==> config.mk <==
export PLATFORM = sky130hd
export DESIGN_NAME = game_ctrl_flat
export DESIGN_NICKNAME = d
export VERILOG_FILES = /design/src/rtl/game_pkg.sv /design/src/rtl/game_ctrl_if.sv /design/src/rtl/key_event.sv /design/src/rtl/game_ctrl.sv /design/src/flat_wrapper.sv
export SDC_FILE = /design/constraint.sdc
export NUM_CORES = 1
export LEC_CHECK = 0
export CAP_MARGIN = 20
export CELL_PAD_IN_SITES_DETAIL_PLACEMENT = 0
export CELL_PAD_IN_SITES_GLOBAL_PLACEMENT = 2
export CORE_MARGIN = 2
export CORE_UTILIZATION = 39
export DETAILED_ROUTE_END_ITERATION = 10
export DONT_BUFFER_PORTS = 1
export MAX_ROUTING_LAYER = met4
export PLACE_DENSITY_LB_ADDON = 0.15
export SLEW_MARGIN = 5
export SYNTH_ARGS = -nofsm -noshare
export SYNTH_HDL_FRONTEND = slang
export SYNTH_SLANG_ARGS = --single-unit
==> constraint.sdc <==
create_clock -name clk -period 4.4 [get_ports clk]
set_clock_uncertainty 0.1 [all_clocks]
set_input_delay 0.88 -clock clk [delete_from_list [all_inputs] [get_ports clk]]
set_output_delay 0.88 -clock clk [all_outputs]
set_load 0.01 [all_outputs]
==> src/rtl/game_pkg.sv <==
// Shared encodings for the typing game: FSM states, key scan codes, per-mode value limits.
// The scorer imports the same state constants so both sides agree on INGAME.
package game_pkg;

  typedef enum logic [1:0] {
    ST_SELECT    = 2'd0,
    ST_COUNTDOWN = 2'd1,
    ST_INGAME    = 2'd2,
    ST_FINISH    = 2'd3
  } state_e;

  typedef enum logic [2:0] {
    KEY_NONE  = 3'd0,
    KEY_ENTER = 3'd1,
    KEY_ESC   = 3'd2,
    KEY_M     = 3'd3,
    KEY_INC   = 3'd4,
    KEY_DEC   = 3'd5
  } key_id_e;

  localparam logic [8:0] SC_ENTER = 9'h05A;
  localparam logic [8:0] SC_ESC   = 9'h076;
  localparam logic [8:0] SC_M     = 9'h03A;
  localparam logic [8:0] SC_INC   = 9'h055;
  localparam logic [8:0] SC_DEC   = 9'h04E;

  // Mode 0 is timed (seconds), mode 1 is word count.
  localparam logic [6:0] T_STEP = 7'd15;
  localparam logic [6:0] T_MIN  = 7'd15;
  localparam logic [6:0] T_MAX  = 7'd120;
  localparam logic [6:0] T_DEF  = 7'd30;
  localparam logic [6:0] W_STEP = 7'd5;
  localparam logic [6:0] W_MIN  = 7'd5;
  localparam logic [6:0] W_MAX  = 7'd100;
  localparam logic [6:0] W_DEF  = 7'd25;

  function automatic logic [6:0] step_of(input logic m);
    return m ? W_STEP : T_STEP;
  endfunction

  function automatic logic [6:0] min_of(input logic m);
    return m ? W_MIN : T_MIN;
  endfunction

  function automatic logic [6:0] max_of(input logic m);
    return m ? W_MAX : T_MAX;
  endfunction

  function automatic logic [6:0] def_of(input logic m);
    return m ? W_DEF : T_DEF;
  endfunction

  // The sum is formed one bit wider so 120+15 cannot wrap before the clamp.
  function automatic logic [6:0] value_up(input logic m, input logic [6:0] v);
    logic [7:0] s;
    s = {1'b0, v} + {1'b0, step_of(m)};
    return (s > {1'b0, max_of(m)}) ? max_of(m) : s[6:0];
  endfunction

  function automatic logic [6:0] value_down(input logic m, input logic [6:0] v);
    return (v < (min_of(m) + step_of(m))) ? min_of(m) : (v - step_of(m));
  endfunction

endpackage

==> src/rtl/game_ctrl_if.sv <==
// Keyboard/scorer inputs and game status outputs of game_ctrl.
// master drives the keyboard and scorer side; slave is the sequencer.
interface game_ctrl_if;

  logic [127:0] key_down;
  logic [8:0]   last_change;
  logic         key_valid;
  logic         finish;
  logic [9:0]   wpm_in;
  logic [9:0]   acc_in;
  logic [14:0]  timer_in;

  logic [1:0]   state;
  logic         mode;
  logic [6:0]   value;
  logic [1:0]   cd_sec;
  logic [9:0]   res_wpm;
  logic [9:0]   res_acc;
  logic [14:0]  res_time;
  logic [9:0]   best_wpm;
  logic         new_best;

  modport master (
    output key_down, last_change, key_valid, finish, wpm_in, acc_in, timer_in,
    input  state, mode, value, cd_sec, res_wpm, res_acc, res_time, best_wpm, new_best
  );

  modport slave (
    input  key_down, last_change, key_valid, finish, wpm_in, acc_in, timer_in,
    output state, mode, value, cd_sec, res_wpm, res_acc, res_time, best_wpm, new_best
  );

endinterface

==> src/rtl/key_event.sv <==
// Turns keyboard strobes into single press pulses with a decoded key id; combinational
// from inputs (0 cycles), no backpressure. Chords and typematic repeats are rejected.
module key_event
  import game_pkg::*;
(
  input  logic         clk,
  input  logic         rst,
  input  logic [127:0] key_down_i,
  input  logic [8:0]   last_change_i,
  input  logic         key_valid_i,
  output logic         press_o,
  output key_id_e      key_id_o
);

  logic         held_q;
  logic         held_d;
  logic         in_range;
  logic         cur_down;
  logic         only_one;
  logic [127:0] onehot;

  always_comb begin
    // Codes above 127 have no bit in the bitmap, so they can never be pressed.
    in_range = (last_change_i[8:7] == 2'b00);
    onehot   = 128'd1 << last_change_i[6:0];
    cur_down = in_range && key_down_i[last_change_i[6:0]];
    only_one = ((key_down_i & ~onehot) == '0);
    held_d   = cur_down;
    press_o  = key_valid_i && cur_down && only_one && !held_q;

    key_id_o = KEY_NONE;
    case (last_change_i)
      SC_ENTER: key_id_o = KEY_ENTER;
      SC_ESC:   key_id_o = KEY_ESC;
      SC_M:     key_id_o = KEY_M;
      SC_INC:   key_id_o = KEY_INC;
      SC_DEC:   key_id_o = KEY_DEC;
      default:  key_id_o = KEY_NONE;
    endcase
  end

  always_ff @(posedge clk or posedge rst) begin
    if (rst) held_q <= 1'b0;
    else     held_q <= held_d;
  end

endmodule

==> src/rtl/game_ctrl.sv <==
// Typing-game sequencer: select/countdown/ingame/finish FSM, result latching, per-mode best wpm.
// All outputs registered, 1-cycle latency from press or finish; no backpressure.
module game_ctrl
  import game_pkg::*;
#(
  parameter int CLK_HZ = 100_000_000
) (
  input logic        clk,
  input logic        rst,
  game_ctrl_if.slave io
);

  localparam int            TW        = (CLK_HZ > 1) ? $clog2(CLK_HZ) : 1;
  localparam logic [TW-1:0] TICK_LAST = TW'(CLK_HZ - 1);

  state_e          state_q,    state_d;
  logic            mode_q,     mode_d;
  logic [6:0]      value_q,    value_d;
  logic [1:0]      cd_q,       cd_d;
  logic [TW-1:0]   tick_q,     tick_d;
  logic [9:0]      res_wpm_q,  res_wpm_d;
  logic [9:0]      res_acc_q,  res_acc_d;
  logic [14:0]     res_time_q, res_time_d;
  logic [1:0][9:0] best_q,     best_d;
  logic            new_best_q, new_best_d;

  logic    press;
  key_id_e key_id;

  key_event u_key_event (
    .clk           (clk),
    .rst           (rst),
    .key_down_i    (io.key_down),
    .last_change_i (io.last_change),
    .key_valid_i   (io.key_valid),
    .press_o       (press),
    .key_id_o      (key_id)
  );

  always_comb begin
    state_d    = state_q;
    mode_d     = mode_q;
    value_d    = value_q;
    cd_d       = cd_q;
    tick_d     = tick_q;
    res_wpm_d  = res_wpm_q;
    res_acc_d  = res_acc_q;
    res_time_d = res_time_q;
    best_d     = best_q;
    new_best_d = new_best_q;

    // ESC outranks everything, including a finish arriving in the same cycle.
    if (press && key_id == KEY_ESC) begin
      state_d    = ST_SELECT;
      cd_d       = 2'd0;
      tick_d     = '0;
      new_best_d = 1'b0;
    end else begin
      case (state_q)
        ST_SELECT: begin
          if (press) begin
            case (key_id)
              KEY_ENTER: begin
                state_d = ST_COUNTDOWN;
                cd_d    = 2'd3;
                tick_d  = '0;
              end
              KEY_M: begin
                mode_d  = ~mode_q;
                value_d = def_of(~mode_q);
              end
              KEY_INC: value_d = value_up(mode_q, value_q);
              KEY_DEC: value_d = value_down(mode_q, value_q);
              default: ;
            endcase
          end
        end
        ST_COUNTDOWN: begin
          if (tick_q == TICK_LAST) begin
            tick_d = '0;
            if (cd_q == 2'd1) begin
              state_d = ST_INGAME;
              cd_d    = 2'd0;
            end else begin
              cd_d = cd_q - 2'd1;
            end
          end else begin
            tick_d = tick_q + 1'b1;
          end
        end
        ST_INGAME: begin
          if (io.finish) begin
            state_d    = ST_FINISH;
            res_wpm_d  = io.wpm_in;
            res_acc_d  = io.acc_in;
            res_time_d = io.timer_in;
            if (io.wpm_in > best_q[mode_q]) begin
              best_d[mode_q] = io.wpm_in;
              new_best_d     = 1'b1;
            end else begin
              new_best_d = 1'b0;
            end
          end
        end
        ST_FINISH: begin
          if (press && key_id == KEY_ENTER) begin
            state_d    = ST_SELECT;
            new_best_d = 1'b0;
          end
        end
        default: state_d = ST_SELECT;
      endcase
    end
  end

  always_ff @(posedge clk or posedge rst) begin
    if (rst) begin
      state_q    <= ST_SELECT;
      mode_q     <= 1'b0;
      value_q    <= T_DEF;
      cd_q       <= 2'd0;
      tick_q     <= '0;
      res_wpm_q  <= '0;
      res_acc_q  <= '0;
      res_time_q <= '0;
      best_q     <= '0;
      new_best_q <= 1'b0;
    end else begin
      state_q    <= state_d;
      mode_q     <= mode_d;
      value_q    <= value_d;
      cd_q       <= cd_d;
      tick_q     <= tick_d;
      res_wpm_q  <= res_wpm_d;
      res_acc_q  <= res_acc_d;
      res_time_q <= res_time_d;
      best_q     <= best_d;
      new_best_q <= new_best_d;
    end
  end

  assign io.state    = state_q;
  assign io.mode     = mode_q;
  assign io.value    = value_q;
  assign io.cd_sec   = cd_q;
  assign io.res_wpm  = res_wpm_q;
  assign io.res_acc  = res_acc_q;
  assign io.res_time = res_time_q;
  assign io.best_wpm = best_q[mode_q];
  assign io.new_best = new_best_q;

endmodule

==> src/flat_wrapper.sv <==
// flat-port wrapper written by rule: the top's interface ports become plain ports
module game_ctrl_flat import game_pkg::*;
#(
  parameter int CLK_HZ = 100_000_000
)
  (clk, rst, io_key_down, io_last_change, io_key_valid, io_finish, io_wpm_in, io_acc_in, io_timer_in, io_state, io_mode, io_value, io_cd_sec, io_res_wpm, io_res_acc, io_res_time, io_best_wpm, io_new_best);
  game_ctrl_if io_i ();
  input logic clk;
  input logic rst;
  input wire logic [$bits(io_i.key_down)-1:0] io_key_down;
  input wire logic [$bits(io_i.last_change)-1:0] io_last_change;
  input wire logic [$bits(io_i.key_valid)-1:0] io_key_valid;
  input wire logic [$bits(io_i.finish)-1:0] io_finish;
  input wire logic [$bits(io_i.wpm_in)-1:0] io_wpm_in;
  input wire logic [$bits(io_i.acc_in)-1:0] io_acc_in;
  input wire logic [$bits(io_i.timer_in)-1:0] io_timer_in;
  output wire logic [$bits(io_i.state)-1:0] io_state;
  output wire logic [$bits(io_i.mode)-1:0] io_mode;
  output wire logic [$bits(io_i.value)-1:0] io_value;
  output wire logic [$bits(io_i.cd_sec)-1:0] io_cd_sec;
  output wire logic [$bits(io_i.res_wpm)-1:0] io_res_wpm;
  output wire logic [$bits(io_i.res_acc)-1:0] io_res_acc;
  output wire logic [$bits(io_i.res_time)-1:0] io_res_time;
  output wire logic [$bits(io_i.best_wpm)-1:0] io_best_wpm;
  output wire logic [$bits(io_i.new_best)-1:0] io_new_best;
  assign io_i.key_down = io_key_down;
  assign io_i.last_change = io_last_change;
  assign io_i.key_valid = io_key_valid;
  assign io_i.finish = io_finish;
  assign io_i.wpm_in = io_wpm_in;
  assign io_i.acc_in = io_acc_in;
  assign io_i.timer_in = io_timer_in;
  assign io_state = io_i.state;
  assign io_mode = io_i.mode;
  assign io_value = io_i.value;
  assign io_cd_sec = io_i.cd_sec;
  assign io_res_wpm = io_i.res_wpm;
  assign io_res_acc = io_i.res_acc;
  assign io_res_time = io_i.res_time;
  assign io_best_wpm = io_i.best_wpm;
  assign io_new_best = io_i.new_best;
  game_ctrl #(.CLK_HZ(CLK_HZ)) u_core (.clk(clk), .rst(rst), .io(io_i));
endmodule
==> metrics <==
max frequency between 200 and 250 MHz; via count between 8000 and 9000; placed instance area 0.00901 mm²; HP Class flop to flop; worst hold stages 1; CP Class primary input to flop; flops & latches, synth 96; Seq/Total Area, Yosys 0.288; Max clock buf depth 2; Die Y about 150 µm; Worst Reg2Reg Path Length in Cells 14; top layer reached by signal wires met4; Worst Path Required 4.53 ns; Slew @ Worst Pin between 0.8 and 0.9 ns; CP Launch Type primary input; commonest non-fill, non-tap cell in the layout dfrtp_1; Clock Sinks 96; endpoints failing hold 0; Final WS setup around 0.32 ns; initial DRC count 737; Synth Area per Inst ~9 µm²; RSZ-0062 raised after global routing no; routability congestion estimate approximately 1.0; Post-Syn Area 0.00836 mm²; M1 WL 13.4 mm; drc violations 0; Cell Chain, Critical Path or3b_1 -> o21ai_0 -> nand4_1 -> or4_1 -> or4_1 -> nor4_4 -> buf_4 -> nor2_4 -> and3_1 -> mux2_1; vias per inst around 6.7; commonest non-fill, non-tap cells in the layout dfrtp_1, nor2_1, o21ai_0, buf_4, mux2_2; pre-CTS setup slack around 0.0070 ns; Synthesized Nets 1120; num rows 53; Syn Inst Count about 920; Setup Viol. Count Final 0; Pleak 3.91 nW; CP Max Fanout 27; Inserted Clock Buffers 9; DR pass1 iterations 6; hold slack between 0.3 and 0.4 ns; Most used DFF post-synth dfrtp_1; clk root buf clkbuf_16; wire length per cell approximately 28 µm; WL met2 between 15 and 20 mm; share of layout cells above drive strength 1 0.187; post-CTS sizing 0; Post-DRT Antenna Nets 0; CP arrival between 4 and 5 ns; grt total ovfl 0; total track usage 0.307; global-route wire length before repair around 50 mm; outcome finished clean; final instance area ~0.0093 mm²; clk slew on worst S/H paths about 0.070 ns; # Post-CTS Setup Buffers 0; starting density of the core 0.398; I/O pin count around 230; Slowest Stage Delay on Critical Path 0.58 ns; nets ~1100; Die Wd approximately 150 µm; cts hold-fix bufs 0; CP most frequent cell or4_1; Critical Path Slowest Stage Cell or4_1; CTS tree done; Worst VDD drop about 0.0002 V; EDFF count, synth 0; async set-reset flop share out of synthesis 1.00; number of global-route vias before repair slightly above 8000; Die Footprint about 0.023 mm²; area delta synth->final 11.6%; clk_lat worst skew 0.35 ns; yosys warns 0; total negative slack 0 ns; initial antenna violation count 2; Crit. End Element flop; Final Max Tran Viols 0; H-Tree Depth 3; Routed Wire Length 33.9 mm; min Tclk post-route ~4.1 ns; Buffers on Ports 0; Period Utilization, post-route 0.927; Worst slew margin 0.417; pin count of the biggest net entering global routing between 60 and 70; max cap viols 0; Distinct cells, synth between 70 and 80; power per standard cell area approximately 210 mW/mm²; met3 wire len between 3 and 4 mm; Placeable Area 0.0210 mm²; Final HPWL DP approximately 27 mm
cells by family (layout without fill, tap and decap cells):
| family | count (synthesis) | after routing | share of synthesized area |
|---|---|---|---|
| AOI/OAI and AO/OA | 230 | 230 | 0.186 |
| xor gates and xnor gates | 6 | 6 | 0.00628 |
| adders and majority gates | 28 | 28 | 0.0437 |
| buffers and inverters | 89 | 113 | 0.0432 |
| DFF | 96 | 96 | 0.288 |
| muxes | 116 | 116 | 0.194 |
| other | 0 | 2 | 0 |
| and+or+nand+nor | 351 | 351 | 0.239 |
stage by stage:
stage	utilization	power, mW	instances
after detailed placement	0.428	1.16	1199
final	0.444	2.00	1217
after global routing	0.444	2.08	1217
after floorplan	-	1.11	916
after CTS	0.444	2.02	1215
after global placement	0.428	1.17	1199
final timing paths:
check | startpoint | end | slack [ns]
max | io_last_change[4] | u_core.best_q[8] | 0.32
min | u_core.tick_q[15] | u_core.tick_q[15] | 0.38
max reg2reg | u_core.io.value[0] | u_core.io.value[4] | 0.67
min reg2reg | u_core.tick_q[15] | u_core.tick_q[15] | 0.38
max in group asynchronous | rst | u_core.io.value[1] | 2.78
min in group asynchronous | rst | u_core.io.res_acc[5] | 0.47
power by group:
part	switching [mW]	internal [mW]
clock	0.389	0.461
sequential	0.000367	0.882
combinational	0.142	0.127
total	0.532	1.47
layout make-up:
class / instances / area (µm²)
inverters: 33 / 126
diodes: 2 / 5.00
fillers: 2011 / 11700
repair buffers: 64 / 518
clock buffers: 9 / 225
clock inverters: 7 / 97.6
multi-input cells: 731 / 5610
flip-flops and latches: 96 / 2410
well taps: 275 / 344
state kept, by name, indices dropped and copies added, names as in the netlist:
signal	flops
u_core.io.res_time	15
u_core.u_key_event.held_q	1
u_core.io.new_best	1
u_core.io.value	7
u_core.io.mode	1
u_core.io.res_acc	10
u_core.io.state	2
u_core.best_q	20
u_core.tick_q	27
u_core.io.res_wpm	10
u_core.io.cd_sec	2
per-layer routing:
layer	GRT usage	up-vias
met2	0.462	464
met4	0.119	0
met3	0.0921	81
met5	-	-
met1	0.389	4047
li1	-	3604
cells in the mapped netlist (8+ instances only):
| cell | number | share of area |
|---|---|---|
| a211oi_1 | 9 | 0.0081 |
| a21oi_1 | 22 | 0.013 |
| and3_1 | 16 | 0.012 |
| buf_2 | 13 | 0.0078 |
| clkbuf_1 | 38 | 0.017 |
| dfrtp_1 | 92 | 0.28 |
| ha_1 | 26 | 0.039 |
| inv_1 | 33 | 0.015 |
| mux2_1 | 20 | 0.027 |
| mux2_2 | 42 | 0.057 |
| mux2i_1 | 23 | 0.028 |
| mux4_2 | 31 | 0.083 |
| nand2_1 | 37 | 0.017 |
| nand2b_1 | 11 | 0.0082 |
| nand3_1 | 24 | 0.014 |
| nand3b_1 | 8 | 0.0072 |
| nand4_1 | 39 | 0.029 |
| nor2_1 | 83 | 0.037 |
| nor2b_1 | 11 | 0.0082 |
| nor3_1 | 22 | 0.013 |
| nor3b_1 | 8 | 0.0072 |
| nor4_1 | 23 | 0.017 |
| nor4b_1 | 8 | 0.0084 |
| o21a_1 | 16 | 0.014 |
| o21ai_0 | 75 | 0.045 |
| o21bai_1 | 8 | 0.0072 |
| o31ai_1 | 24 | 0.022 |
| o32a_1 | 11 | 0.013 |
| or3_1 | 9 | 0.0067 |
| or4_1 | 10 | 0.0090 |
worst max-delay path: cells and delay by family:
kind                   cells  cell delay [ns]
AO/OA/AOI/OAI              1             0.36
buffers and inverters      1             0.21
multiplexers               1             0.39
AND/OR/NAND/NOR            7             2.37
(Power assumes the default switching activity.)
